File: src/rtl/dmem_lsu.sv
// dmem_lsu: load/store unit driving a single-cycle, combinational-read data memory.
// Define LSU_MISALIGNED_EN to split word-crossing accesses into two memory accesses.
module dmem_lsu (
    input  logic        i_clk,
    input  logic        i_rst,
    input  logic        i_valid,
    output logic        o_ready,
    input  logic        i_store,
    input  logic [2:0]  i_funct3,
    input  logic [31:0] i_addr,
    input  logic [31:0] i_store_data,
    output logic        o_resp_valid,
    output logic [31:0] o_load_data,
    output logic        o_err,
    output logic [31:0] o_mem_addr,
    output logic [31:0] o_mem_write_data,
    output logic [31:0] o_mem_write_mask,
    output logic        o_mem_write_enable,
    input  logic [31:0] i_mem_read_data
);

    typedef enum logic [1:0] {IDLE = 2'd0, ACC1 = 2'd1, ACC2 = 2'd2, RESP = 2'd3} state_t;

    state_t      state_q, state_d;
    logic [31:0] addr_q, addr_d;
    logic [2:0]  funct3_q, funct3_d;
    logic        store_q, store_d;
    logic [31:0] data_q, data_d;
    logic        err_q, err_d;
    logic        split_q, split_d;
    logic [31:0] lo_q, lo_d;
    logic [23:0] hi_q, hi_d;

    logic        req_legal_s;
    logic        req_cross_s;
    logic [3:0]  st_be_s;
    logic [31:0] st_bmask_s;
    logic [31:0] st_data_lo_s;
    logic [31:0] st_mask_lo_s;
`ifdef LSU_MISALIGNED_EN
    logic [31:0] st_data_hi_s;
    logic [31:0] st_mask_hi_s;
`endif
    logic [55:0] ld_cat_s;
    logic [31:0] ld_word_s;
    logic [31:0] ld_val_s;

    function automatic logic legal_f(input logic store, input logic [2:0] f3);
        case (f3)
            3'b000, 3'b001, 3'b010: legal_f = 1'b1;
            3'b100, 3'b101:         legal_f = ~store;
            default:                legal_f = 1'b0;
        endcase
    endfunction

    function automatic logic [3:0] size_f(input logic [1:0] w);
        case (w)
            2'b00:   size_f = 4'd1;
            2'b01:   size_f = 4'd2;
            default: size_f = 4'd4;
        endcase
    endfunction

    function automatic logic [3:0] be_f(input logic [1:0] w);
        case (w)
            2'b00:   be_f = 4'b0001;
            2'b01:   be_f = 4'b0011;
            default: be_f = 4'b1111;
        endcase
    endfunction

    function automatic logic [31:0] expand_f(input logic [3:0] be);
        for (int i = 0; i < 4; i++) begin
            expand_f[8*i +: 8] = {8{be[i]}};
        end
    endfunction

    // Request classification at accept time
    always_comb begin
        req_legal_s = legal_f(i_store, i_funct3);
        req_cross_s = ({2'b00, i_addr[1:0]} + size_f(i_funct3[1:0])) > 4'd4;
    end

    // Store data and mask placed into the (up to) two memory words
    always_comb begin
        st_be_s    = be_f(funct3_q[1:0]);
        st_bmask_s = expand_f(st_be_s);
`ifdef LSU_MISALIGNED_EN
        {st_data_hi_s, st_data_lo_s} = {32'd0, data_q & st_bmask_s} << {addr_q[1:0], 3'b000};
        {st_mask_hi_s, st_mask_lo_s} = {32'd0, st_bmask_s} << {addr_q[1:0], 3'b000};
`else
        st_data_lo_s = (data_q & st_bmask_s) << {addr_q[1:0], 3'b000};
        st_mask_lo_s = st_bmask_s << {addr_q[1:0], 3'b000};
`endif
    end

    // Load alignment and sign/zero extension; hi byte 3 can never reach the result
    always_comb begin
        ld_cat_s = {hi_q, lo_q};
        case (addr_q[1:0])
            2'b00:   ld_word_s = ld_cat_s[31:0];
            2'b01:   ld_word_s = ld_cat_s[39:8];
            2'b10:   ld_word_s = ld_cat_s[47:16];
            default: ld_word_s = ld_cat_s[55:24];
        endcase
        case (funct3_q[1:0])
            2'b00:   ld_val_s = funct3_q[2] ? {24'd0, ld_word_s[7:0]}
                                            : {{24{ld_word_s[7]}}, ld_word_s[7:0]};
            2'b01:   ld_val_s = funct3_q[2] ? {16'd0, ld_word_s[15:0]}
                                            : {{16{ld_word_s[15]}}, ld_word_s[15:0]};
            default: ld_val_s = ld_word_s;
        endcase
    end

    // Sequencer next state and memory/response outputs
    always_comb begin
        state_d            = state_q;
        addr_d             = addr_q;
        funct3_d           = funct3_q;
        store_d            = store_q;
        data_d             = data_q;
        err_d              = err_q;
        split_d            = split_q;
        lo_d               = lo_q;
        hi_d               = hi_q;
        o_ready            = 1'b0;
        o_resp_valid       = 1'b0;
        o_load_data        = 32'd0;
        o_err              = 1'b0;
        o_mem_addr         = 32'd0;
        o_mem_write_data   = 32'd0;
        o_mem_write_mask   = 32'd0;
        o_mem_write_enable = 1'b0;
        case (state_q)
            IDLE: begin
                o_ready = 1'b1;
                if (i_valid) begin
                    addr_d   = i_addr;
                    funct3_d = i_funct3;
                    store_d  = i_store;
                    data_d   = i_store_data;
                    lo_d     = 32'd0;
                    hi_d     = 24'd0;
`ifdef LSU_MISALIGNED_EN
                    err_d    = ~req_legal_s;
                    split_d  = req_legal_s & req_cross_s;
`else
                    err_d    = ~req_legal_s | req_cross_s;
                    split_d  = 1'b0;
`endif
                    state_d  = ACC1;
                end else begin
                    state_d  = IDLE;
                end
            end
            ACC1: begin
                o_mem_addr         = {2'b00, addr_q[31:2]};
                o_mem_write_enable = store_q & ~err_q;
                o_mem_write_data   = o_mem_write_enable ? st_data_lo_s : 32'd0;
                o_mem_write_mask   = o_mem_write_enable ? st_mask_lo_s : 32'd0;
                if (!store_q) begin
                    lo_d = i_mem_read_data;
                end else begin
                    lo_d = lo_q;
                end
                state_d = split_q ? ACC2 : RESP;
            end
`ifdef LSU_MISALIGNED_EN
            ACC2: begin
                o_mem_addr         = {2'b00, addr_q[31:2] + 30'd1};
                o_mem_write_enable = store_q & ~err_q;
                o_mem_write_data   = o_mem_write_enable ? st_data_hi_s : 32'd0;
                o_mem_write_mask   = o_mem_write_enable ? st_mask_hi_s : 32'd0;
                if (!store_q) begin
                    hi_d = i_mem_read_data[23:0];
                end else begin
                    hi_d = hi_q;
                end
                state_d = RESP;
            end
`endif
            RESP: begin
                o_resp_valid = 1'b1;
                o_err        = err_q;
                o_load_data  = (err_q | store_q) ? 32'd0 : ld_val_s;
                state_d      = IDLE;
            end
            default: begin
                state_d = IDLE;
            end
        endcase
    end

    // State and request registers
    always_ff @(posedge i_clk or posedge i_rst) begin
        if (i_rst) begin
            state_q  <= IDLE;
            addr_q   <= 32'd0;
            funct3_q <= 3'd0;
            store_q  <= 1'b0;
            data_q   <= 32'd0;
            err_q    <= 1'b0;
            split_q  <= 1'b0;
            lo_q     <= 32'd0;
            hi_q     <= 24'd0;
        end else begin
            state_q  <= state_d;
            addr_q   <= addr_d;
            funct3_q <= funct3_d;
            store_q  <= store_d;
            data_q   <= data_d;
            err_q    <= err_d;
            split_q  <= split_d;
            lo_q     <= lo_d;
            hi_q     <= hi_d;
        end
    end

endmodule

File: config.mk
export PLATFORM = sky130hd
export DESIGN_NAME = dmem_lsu
export DESIGN_NICKNAME = d
export VERILOG_FILES = /design/src/rtl/dmem_lsu.sv
export SDC_FILE = /design/constraint.sdc
export NUM_CORES = 1
export LEC_CHECK = 0
export ABC_AREA = 1
export CORE_ASPECT_RATIO = 1.75
export CORE_UTILIZATION = 48
export CTS_CLUSTER_DIAMETER = 150
export DETAILED_ROUTE_END_ITERATION = 10
export PLACE_DENSITY = 0.95
export SLEW_MARGIN = 25
export SYNTH_ARGS = -nofsm -noshare
export SYNTH_HDL_FRONTEND = slang
export SYNTH_SLANG_ARGS = --single-unit
File: constraint.sdc
create_clock -name i_clk -period 8.5 [get_ports i_clk]
set_input_delay 0.85 -clock i_clk [delete_from_list [all_inputs] [get_ports i_clk]]
set_output_delay 0.85 -clock i_clk [all_outputs]
set_load 0.02 [all_outputs]
# Word level (Yosys, flattened, before mapping)
# Cells that the tools add are included.
op_classes:
  n_eq_ne: 12
  n_bitwise: 7
  n_mux: 23
  order_cmp: 1
  n_addsub: 1
  n_shift: 2
  n_reduce_logical: 10
op_table:
  columns: ["operator", "count"]
  rows:
  - ["two-way mux 32 bit", 10]
  - ["one-hot mux 32 bit (2 select lines)", 2]
  - ["one-hot mux 32 bit (3 select lines)", 1]
  - ["left shift 32 x 5 -> 32 bit", 2]
  - ["AND 32 bit", 1]
  - ["two-way mux 30 bit", 1]
  - ["== test 2 x 1 -> 1 bit (second input constant)", 4]
  - ["logical NOT 2 bit", 4]
  - ["one-hot mux 4 bit (2 select lines)", 1]
  - ["== test 3 bit (second input constant)", 2]
  - ["one-hot mux 3 bit (2 select lines)", 1]
  - ["two-way mux 1 bit", 5]
  - ["adder 2 x 4 -> 4 bit", 1]
  - ["== test 2 bit (second input constant)", 2]
  - ["greater-than comparator 4 x 3 -> 1 bit (second input constant)", 1]
  - ["!= test 2 bit (second input constant)", 2]
  - ["one-hot mux 2 bit (2 select lines)", 1]
  - ["== test 3 x 1 -> 1 bit (second input constant)", 1]
  - ["== test 3 x 2 -> 1 bit (second input constant)", 1]
  - ["logical NOT 3 bit", 1]
  - ["NOT 1 bit", 3]
  - ["AND reduction 3 bit", 1]
  - ["OR reduction 3 bit", 1]
  - ["bitwise OR 1 bit", 2]
  - ["other kinds (5)", 5]
word_totals:
  inputBits: 103
  out_inout_bits: 132
  wordCells: 63
  register_bits: 103

# Depth between registers and ports, before layout
# Gate-level depths: netlist of run 1.
logic_depth:
  depth_word: 6
  mapped_depth: 9
  mapped_depth_nobuf: 9

# Worst setup path before layout of run 1
# Ideal clock, no wire load.
synth_timing:
  path_kind: "register to output"
  start: "register state_q[1]"
  end: "output o_mem_write_mask[25]"
  path_slack_ns: 5.611
  n_path_buf: 1
  required_time_ns: 7.650
  t_arrival_ns: 2.039
  stages_incl_launch_ff: 5
  path_cell_list: "dfrtp_1 > nor3_4 > inv_2 > nor3_1 > buf_4"
synth_between:
  elab_chain_len: 2
synth_rtl:
  columns: ["element", "line_no", "source"]
  rows:
  - ["from (decl)", "24", "state_t state_q, state_d;"]
  - ["from (signal assigned)", "207", "state_q <= state_d;"]
  - ["== test 2 x 1 -> 1 bit", "134", "case (state_q)"]
  - ["two-way mux 32 bit", "134", null]
  - ["to (decl)", "17", "output logic [31:0] o_mem_write_mask,"]
# Every way passes these cells.

# Final worst setup path of run 1
layout_timing:
  start: "register addr_q[1]"
  end: "output o_load_data[16]"
layout_between:
  elab_chain_len: 6
  elab_cells_between_ends: 9
  classes_between: "eq/ne: 2; mux: 6; reduce/logical: 1"
layout_rtl:
  columns: ["element", "line_no", "source"]
  rows:
  - ["from (decl)", "25", "logic [31:0] addr_q, addr_d;"]
  - ["from (signal assigned)", "208", "addr_q <= addr_d;"]
  - ["== test 2 bit, or another cell as far along", "100", "case (addr_q[1:0])"]
  - ["one-hot mux 32 bit (3 select lines) (*)", "100", null]
  - ["two-way mux 32 bit, on equally long branches", "109, 107", null]
  - ["one-hot mux 32 bit (2 select lines) (*)", "106", "case (funct3_q[1:0])"]
  - ["two-way mux 32 bit (*)", "185", "o_load_data = (err_q | store_q) ? 32'd0 : ld_val_s;"]
  - ["two-way mux 32 bit (*)", "134", null]
  - ["to (decl)", "13", "output logic [31:0] o_load_data,"]
# Every way passes the cells marked *; elsewhere a longest branch is shown, timed or not.

==> qor.txt, run 1 <==
Global router's overall resource usage: 0.3016
Setup-violating endpoint count in the final report: 0
Clock latency of the later-clocked register in the worst-skew pair: 0.35 ns
Total number of placement rows: 54
Post-detailed-route DRC marker count: 0
Area fraction in compound gates after synthesis: 0.1673
Multiplexer share of the synthesized area: 0
Dominant cells by area after synthesis: sky130_fd_sc_hd__dfrtp_1 42%, sky130_fd_sc_hd__nand2_1 10%, sky130_fd_sc_hd__o21ai_0 9.1%
Number of gates resized after cts: 0
Main combinational cell family by area after synthesis: simple AND/OR/NAND/NOR gates
Final critical path time including I/O delays and setup: 4.106 ns
FF-to-FF Start: state_q[1]$_DFF_PP0_
Remaining number of nets flagged by the antenna check after routing: 0
Core Util, Final: 0.6850
Starting utilization of the core area: 0.4921
DRT Pass-1 Iters: 6
Power density relative to cell area: 304.9 nW/µm²
Clock-pin slew on the worst setup and hold paths: 0.07 ns
Largest fanout on the critical path: 33
Average routed wire per standard cell: 16.13 µm
Count of placed standard cells in the final layout, fillers left out: 1199
Number of max-capacitance violations reported: 0
Slew Limit Headroom: 0.3081
CP top delay family: buffers and inverters
Diode count: 0
Final #Nets: 1132
Max Clk Rate: 0.2435 GHz
Hold EP: data_q[31]$_DFFE_PP0P_
Synth top area share: 0.4213
Placed Instances: 1183
Run status: completed
Multi-input logic area: 2527 µm²
WL final: 19340 µm
Number of pins with negative max-slew slack in the final report: 0
Maximum single-stage delay on the critical path: 0.69 ns
Depth of the worst register-to-register path: 4
Synth Area in Simple Gates: 0.2346
Worst R2R End: lo_q[20]$_DFFE_PP0P_
Initial antenna violation count: 0
Critical-path cell with the highest stage delay: sky130_fd_sc_hd__nor2_4
Actual slew at the worst max-slew pin: 1.030 ns
I/O Buffers: 232
Average via count per standard cell: 5.191
Post CTS Setup Buffer Count: 0
Setup TNS Final: 0 ns
CORE AREA: 12430 µm²
Total vias in the final route: 6224
Leak Pwr: 3.933 nW
Required time of the worst setup path: 7.65 ns
Number of buffers inserted during clock tree synthesis: 9
Post-synthesis instance total: 855
Worst hold start: data_q[31]$_DFFE_PP0P_
Total global routing overflow: 0
Post-route clock period utilization: 0.4831
Most common cell type on the critical path: sky130_fd_sc_hd__inv_1
Clock tree buffer depth: 2
RD Place Congestion: 0.9482
Post-Syn Area: 6118 µm²
Clock tree from TritonCTS: built
Fill cell count: 1029
Maximum number of pins on one net before global-route repair: 122
# H-tree levels: 3
Area of placed instances: 8202 µm²
Distinct cell type count of the synthesized netlist: 32
Xor/xnor share of the synthesized area: 0.001431
WP data arrival: 3.26 ns
Number of design-rule violations left by the first detailed-router iteration: 514
Number of buffer and inverter stages on the critical path: 4
Global-route wire length before repair: 30140 µm
Post-route cell area: 8516 µm²
Worst Clk Skew: 0.01016 ns
HPWL after DPL: 14210 µm
Classification of the worst setup path: flip-flop to output port
Area growth from synthesis to layout: 39.18%
Fraction of the mapped netlist area in adder cells: 0.007362
Seq/Total Area, Yosys: 0.4213
Final Hold Vio Count: 0
Biggest area consumer among synthesized cells: sky130_fd_sc_hd__dfrtp_1
Width of the chip: 87.35 µm
Post-synthesis register bit count: 103
DIE AREA: 13220 µm²
Top-Level Pins: 235
RSZ-0062 raised after global routing: no
Ratio of cells with drive above 1 in the final layout: 0.05529
Area occupied by registers: 2577 µm²
Clock sinks: 103
Crit path cell chain: nor2_4 > inv_1 > o21ai_0 > o21ai_0 > inv_1 > nand2_1 > inv_1 > clkdlybuf4s50_1
Syn Area/Cell: 7.156 µm²
Y dimension of the die: 151.4 µm
Warning count from the yosys run: 0
Root cell of the clock tree: sky130_fd_sc_hd__clkbuf_16
Vias in the first global route: 6052
CP endpoint kind: output port
Path category of the worst min-delay check: flip-flop to flip-flop
Max VDD drop: 0.0002306 V
Setup slack on the worst flop-to-flop path: 5.63 ns
Number of stages on the worst hold path: 2
CTS hold repair buffers: 0
CP startpoint kind: flip-flop
## cell families (layout without fill, tap and decap cells)
logic type	after synthesis	count (layout)
other	1	2
flip-flops	103	103
AND/OR/NAND/NOR	326	326
buffers and inverters	220	395
AO/OA/AOI/OAI	201	201
adder cells (fa/ha/maj)	3	3
XOR/XNOR	1	1
## tightest hold or removal path: stages, from the launching register on
cell	delay, ns
sky130_fd_sc_hd__dfrtp_1	0.34
sky130_fd_sc_hd__nand2_1	0.05
sky130_fd_sc_hd__nand2_1	0.06
## state kept, by name (all words and copies together) (netlist names)
name,cells
addr_q,32
lo_q,32
err_q,1
store_q,1
data_q,32
funct3_q,3
state_q,2
## layer usage
| metal | track usage | vias up | routed length (µm) |
|---|---|---|---|
| met5 | 0 | - | 0 |
| met2 | 0.5453 | 301 | 10330 |
| met1 | 0.3287 | 2888 | 6746 |
| met3 | 0.05341 | 58 | 1277 |
| li1 | - | 2977 | - |
| met4 | 0.1607 | 0 | 983 |
## cells in the final DEF, fill, tap and decap left out
cell type / instances
sky130_fd_sc_hd__bufinv_16: 1
sky130_fd_sc_hd__nor3_4: 1
sky130_fd_sc_hd__o21ai_1: 40
sky130_fd_sc_hd__nand2_2: 5
sky130_fd_sc_hd__a21boi_4: 1
sky130_fd_sc_hd__nor2_1: 83
sky130_fd_sc_hd__clkinv_1: 2
sky130_fd_sc_hd__nand3_4: 2
sky130_fd_sc_hd__nand3_2: 3
sky130_fd_sc_hd__fa_1: 1
sky130_fd_sc_hd__buf_4: 1
sky130_fd_sc_hd__clkinv_2: 2
sky130_fd_sc_hd__dfrtp_1: 103
sky130_fd_sc_hd__buf_6: 1
sky130_fd_sc_hd__inv_2: 10
sky130_fd_sc_hd__nor3_1: 8
sky130_fd_sc_hd__inv_8: 1
sky130_fd_sc_hd__inv_6: 3
sky130_fd_sc_hd__conb_1: 2
sky130_fd_sc_hd__nor2_2: 7
sky130_fd_sc_hd__inv_1: 130
sky130_fd_sc_hd__clkinv_4: 2
sky130_fd_sc_hd__nor2_8: 1
sky130_fd_sc_hd__xnor2_1: 1
sky130_fd_sc_hd__ha_1: 2
sky130_fd_sc_hd__clkbuf_16: 9
sky130_fd_sc_hd__a21oi_1: 41
sky130_fd_sc_hd__o21ai_0: 111
sky130_fd_sc_hd__nand2_1: 169
sky130_fd_sc_hd__inv_4: 1
sky130_fd_sc_hd__o22ai_1: 7
sky130_fd_sc_hd__clkdlybuf4s50_1: 232
sky130_fd_sc_hd__a22oi_1: 1
sky130_fd_sc_hd__nand2_4: 2
sky130_fd_sc_hd__nor2_4: 4
sky130_fd_sc_hd__nand3_1: 41
## report_power, final
group | leakage [nW] | internal (mW) | switching, mW
combinational | 2.48 | 0.442 | 0.886
sequential | 1.30 | 0.694 | 0.141
clock | 0.153 | 0.235 | 0.199
## final cells by class
class	instances	area share
clock buffer	9	0.02645
timing repair buffer	234	0.2749
tap	168	0.02468
sequential	103	0.3027
inverter	145	0.06450
clock inverter	7	0.009991
multi-input combinational	533	0.2968
## worst max path at each step
stage                                      from               endpoint  slack [ns]  cells after the start
after global routing      addr_q[1]$_DFFE_PP0P_        o_load_data[17]        4.09                      8
after global placement    addr_q[1]$_DFFE_PP0P_        o_load_data[22]        4.88                      8
final                     addr_q[1]$_DFFE_PP0P_        o_load_data[16]        4.39                      8
after CTS                 addr_q[1]$_DFFE_PP0P_        o_load_data[16]        4.44                      8
after floorplan                           i_rst  addr_q[0]$_DFFE_PP0P_        4.95                      1
after detailed placement  addr_q[1]$_DFFE_PP0P_        o_load_data[16]        4.81                      8
## Yosys cell counts, drive strengths merged
| library cell | n |
|---|---|
| fa | 1 |
| nor2 | 95 |
| a21boi | 1 |
| buf | 59 |
| clkbuf | 16 |
| a21oi | 41 |
| dfrtp | 103 |
| nand2 | 176 |
| inv | 143 |
| ha | 2 |
| clkinv | 2 |
| conb | 1 |
| nand3 | 46 |
| o22ai | 7 |
| o21ai | 151 |
| nor3 | 9 |
| a22oi | 1 |
| xnor2 | 1 |
## stage by stage
stage	hold WS (ns)	setup WS, ns	power [mW]
after floorplan	0.4487	4.946	1.727
after global placement	0.4643	4.880	2.097
after detailed placement	0.4654	4.815	2.142
after CTS	0.4857	4.441	2.584
after global routing	0.5113	4.087	2.779
final	0.4824	4.394	2.596
(Power assumes the default switching activity.)
==> run 2: changes to the inputs <==
--- a/config.mk
+++ b/config.mk
@@ -7,10 +7,10 @@
 export LEC_CHECK = 0
 export ABC_AREA = 1
 export CORE_ASPECT_RATIO = 1.75
-export CORE_UTILIZATION = 48
+export CORE_UTILIZATION = 45
 export CTS_CLUSTER_DIAMETER = 150
 export DETAILED_ROUTE_END_ITERATION = 10
-export PLACE_DENSITY = 0.95
+export PLACE_DENSITY = 0.92
 export SLEW_MARGIN = 25
 export SYNTH_ARGS = -nofsm -noshare
 export SYNTH_HDL_FRONTEND = slang
==> constraint.sdc (replaced) <==
create_clock -name i_clk -period 4.1 [get_ports i_clk]
set_input_delay 0.41 -clock i_clk [delete_from_list [all_inputs] [get_ports i_clk]]
set_output_delay 0.41 -clock i_clk [all_outputs]
set_load 0.02 [all_outputs]
==> run 2 against run 1 <==
Against the previous run:
- first-iteration DRC count shrank 41%
- worst hold slack gained 0.0066 ns
- critical path type unchanged
- critical endpoint unchanged
- setup slack lost 3.9 ns
- critical path depth is the same
- highest routed layer unchanged
- largest power group unchanged
==> qor.txt, run 2 (synthesis gave the netlist of run 1 again) <==
Diode count: 0 (unchanged)
Required time of the worst setup path: 3.69 ns (was 7.65 ns)
Met3 usage in global routing: 0.05199 (was 0.05341)
Switching part of the total power: 0.4694 (was 0.4721)
Maximum single-stage delay on the critical path: 0.68 ns (was 0.69 ns)
Largest fanout on the critical path: 33 (unchanged)
Clock tree from TritonCTS: built (unchanged)
Remaining number of nets flagged by the antenna check after routing: 0 (unchanged)
Max VDD drop: 0.0004185 V (was 0.0002306 V)
HPWL after DPL: 14780 µm (was 14210 µm)
Setup-violating endpoint count in the final report: 0 (unchanged)
Clock tree buffer depth: 2 (unchanged)
Final Hold Vio Count: 0 (unchanged)
Post-route cell area: 8544 µm² (was 8516 µm²)
Clock sinks: 103 (unchanged)
Core Util, Final: 0.6418 (was 0.6850)
Area occupied by registers: 2577 µm² (unchanged)
CP startpoint kind: flip-flop (unchanged)
Classification of the worst setup path: flip-flop to output port (unchanged)
Most common cell type on the critical path: sky130_fd_sc_hd__inv_1 (unchanged)
RD Place Congestion: 0.9415 (was 0.9482)
Total global routing overflow: 0 (unchanged)
CORE AREA: 13310 µm² (was 12430 µm²)
Power density relative to cell area: 628.2 nW/µm² (was 304.9 nW/µm²)
WP data arrival: 3.23 ns (was 3.26 ns)
Clock-pin slew on the worst setup and hold paths: 0.07 ns (about the same)
Cell-internal power: 2.848 mW (was 1.371 mW)
Switching power summed over all nets: 2.519 mW (was 1.226 mW)
Clock latency of the later-clocked register in the worst-skew pair: 0.35 ns (about the same)
Number of pins with negative max-slew slack in the final report: 0 (unchanged)
Met1 layer usage reported by global route: 0.2880 (was 0.3287)
Ratio of cells with drive above 1 in the final layout: 0.05985 (was 0.05529)
Clock power frac: 0.165 (was 0.167)
Vias in the first global route: 6143 (was 6052)
Top-Level Pins: 235 (unchanged)
CP top delay family: buffers and inverters (unchanged)
Area growth from synthesis to layout: 39.65% (was 39.18%)
Maximum number of pins on one net before global-route repair: 89 (was 122)
CP endpoint kind: output port (unchanged)
Width of the chip: 90.15 µm (was 87.35 µm)
Commonest non-fill, non-tap cell in the layout: sky130_fd_sc_hd__clkdlybuf4s50_1 (unchanged)
Area of placed instances: 8239 µm² (was 8202 µm²)
Part of the total power dissipated in combinational logic: 0.514 (was 0.511)
Fill cell count: 1146 (was 1029)
RSZ-0062 raised after global routing: no (unchanged)
Leading cell types in the layout, fill and taps excluded: 232 x sky130_fd_sc_hd__clkdlybuf4s50_1, 169 x sky130_fd_sc_hd__nand2_1, 130 x sky130_fd_sc_hd__inv_1, 111 x sky130_fd_sc_hd__o21ai_0, 103 x sky130_fd_sc_hd__dfrtp_1 (unchanged)
Y dimension of the die: 156.3 µm (was 151.4 µm)
Global-route met2 utilization: 0.5064 (was 0.5453)
Multi-input logic area: 2520 µm² (was 2527 µm²)
Number of buffer and inverter stages on the critical path: 4 (unchanged)
Initial antenna violation count: 0 (unchanged)
Average via count per standard cell: 5.060 (was 5.191)
Actual slew at the worst max-slew pin: 0.9424 ns (was 1.030 ns)
Root cell of the clock tree: sky130_fd_sc_hd__clkbuf_16 (unchanged)
Number of max-capacitance violations reported: 0 (unchanged)
Post-route clock period utilization: 0.8874
Number of buffers inserted during clock tree synthesis: 9 (unchanged)
Crit path cell chain: nor2_4 > inv_1 > o21ai_0 > o21ai_0 > inv_1 > nand2_1 > inv_1 > clkdlybuf4s50_1 (unchanged)
# H-tree levels: 3 (unchanged)
Max Clk Rate: 0.2749 GHz
CTS hold repair buffers: 0 (unchanged)
Total vias in the final route: 6123 (was 6224)
Starting utilization of the core area: 0.4596 (was 0.4921)
I/O Buffers: 232 (unchanged)
Run status: completed (unchanged)
Path category of the worst min-delay check: flip-flop to flip-flop (unchanged)
Worst Clk Skew: 0.008390 ns (was 0.01016 ns)
Busiest grt layer: met2 (unchanged)
Global router's overall resource usage: 0.2777 (was 0.3016)
Average routed wire per standard cell: 16.04 µm (was 16.13 µm)
Post CTS Setup Buffer Count: 0 (unchanged)
Part of the total power dissipated in sequential elements: 0.321 (about the same)
Regs by FF count: addr_q x32, data_q x32, lo_q x32 (unchanged)
Post-detailed-route DRC marker count: 0 (unchanged)
Setup TNS Final: 0 ns (unchanged)
Total number of placement rows: 56 (was 54)
Final critical path time including I/O delays and setup: 3.638 ns
Critical-path cell with the highest stage delay: sky130_fd_sc_hd__nor2_4 (unchanged)
DIE AREA: 14090 µm² (was 13220 µm²)
Global-route wire length before repair: 30410 µm (was 30140 µm)
Slew Limit Headroom: 0.3678 (was 0.3081)
Number of design-rule violations left by the first detailed-router iteration: 302 (was 514)
DRT Pass-1 Iters: 7 (was 6)
Final #Nets: 1137 (was 1132)
WL final: 19400 µm (was 19340 µm)
Leak Pwr: 3.942 nW (was 3.933 nW)
Number of gates resized after cts: 0 (unchanged)
-- run 2: cell count changes in the layout (fill, tap and decap cells not counted) --
cell                         delta
sky130_fd_sc_hd__buf_4          +6
sky130_fd_sc_hd__clkinv_4       -2
sky130_fd_sc_hd__clkinvlp_4     +2
sky130_fd_sc_hd__a21boi_2       +1
sky130_fd_sc_hd__a21boi_4       -1
sky130_fd_sc_hd__buf_6          -1
sky130_fd_sc_hd__inv_4          +1
sky130_fd_sc_hd__inv_6          -1
-- run 2: worst paths after layout --
check / end / slack (ns) / startpoint / depth (start not counted)
setup / recovery: o_load_data[16] / 0.46 / addr_q[1]$_DFFE_PP0P_ / 8
hold / removal: data_q[19]$_DFFE_PP0P_ / 0.49 / data_q[19]$_DFFE_PP0P_ / 2
setup reg to reg: addr_q[5]$_DFFE_PP0P_ / 2.08 / state_q[1]$_DFF_PP0_ / 6
hold reg to reg: data_q[19]$_DFFE_PP0P_ / 0.49 / data_q[19]$_DFFE_PP0P_ / 2
max in group asynchronous: funct3_q[0]$_DFFE_PP0P_ / 2.74 / i_rst / 3
min in group asynchronous: data_q[11]$_DFFE_PP0P_ / 0.55 / i_rst / 2
-- run 2: worst reg2reg max path: stages, from the launching register on --
cell	delay, ns
sky130_fd_sc_hd__dfrtp_1	0.49
sky130_fd_sc_hd__nor2_4	0.18
sky130_fd_sc_hd__nand2_4	0.15
sky130_fd_sc_hd__inv_4	0.59
sky130_fd_sc_hd__buf_4	0.37
sky130_fd_sc_hd__nand2_1	0.08
sky130_fd_sc_hd__o21ai_0	0.08
-- run 2: metrics by stage --
stage / worst slack (ns) / power, mW / cells / hold WS, ns
2_1_floorplan: 0.9862 / 3.580 / 856 / 0.4487
3_3_place_gp: 0.9203 / 4.412 / 1194 / 0.4633
3_5_place_dp: 0.8394 / 4.478 / 1194 / 0.4731
4_1_cts: 0.4726 / 5.372 / 1210 / 0.4939
5_1_grt: 0.1781 / 5.756 / 1210 / 0.5118
6_report: 0.4617 / 5.367 / 1210 / 0.4890
-- run 2: area by class of cell --
type,count,share of cell area
Tap cell,174,0.02548
Clock inverter,7,0.009225
Inverter,145,0.06443
Multi-Input combinational cell,533,0.2949
Clock buffer,9,0.02636
Timing Repair Buffer,239,0.2779
Sequential cell,103,0.3017
-- run 2: layer usage --
metal	vias up	part of all wire
met3	67	0.064
li1	2978	-
met4	0	0.063
met1	2795	0.34
met2	283	0.53
met5	-	0
-- run 2: power groups by stage --
| stage | clock, mW | combinational [mW] | sequential, mW |
|---|---|---|---|
| CTS | 0.893 | 2.76 | 1.72 |
| global route | 0.942 | 3.04 | 1.77 |
| detailed placement | 0 | 2.74 | 1.74 |
| finish | 0.884 | 2.76 | 1.72 |
| floorplan | 0 | 1.97 | 1.61 |
| global placement | 0 | 2.69 | 1.72 |
==> run 3: changes to the inputs <==
--- a/config.mk
+++ b/config.mk
@@ -8,6 +8,7 @@
 export ABC_AREA = 1
 export CORE_ASPECT_RATIO = 1.75
 export CORE_UTILIZATION = 45
+export CTS_BUF_LIST = sky130_fd_sc_hd__clkbuf_16
 export CTS_CLUSTER_DIAMETER = 150
 export DETAILED_ROUTE_END_ITERATION = 10
 export PLACE_DENSITY = 0.92
==> results of run 3 <==
Same layout as run 2: the final DEF is identical, and so are final timing and power.
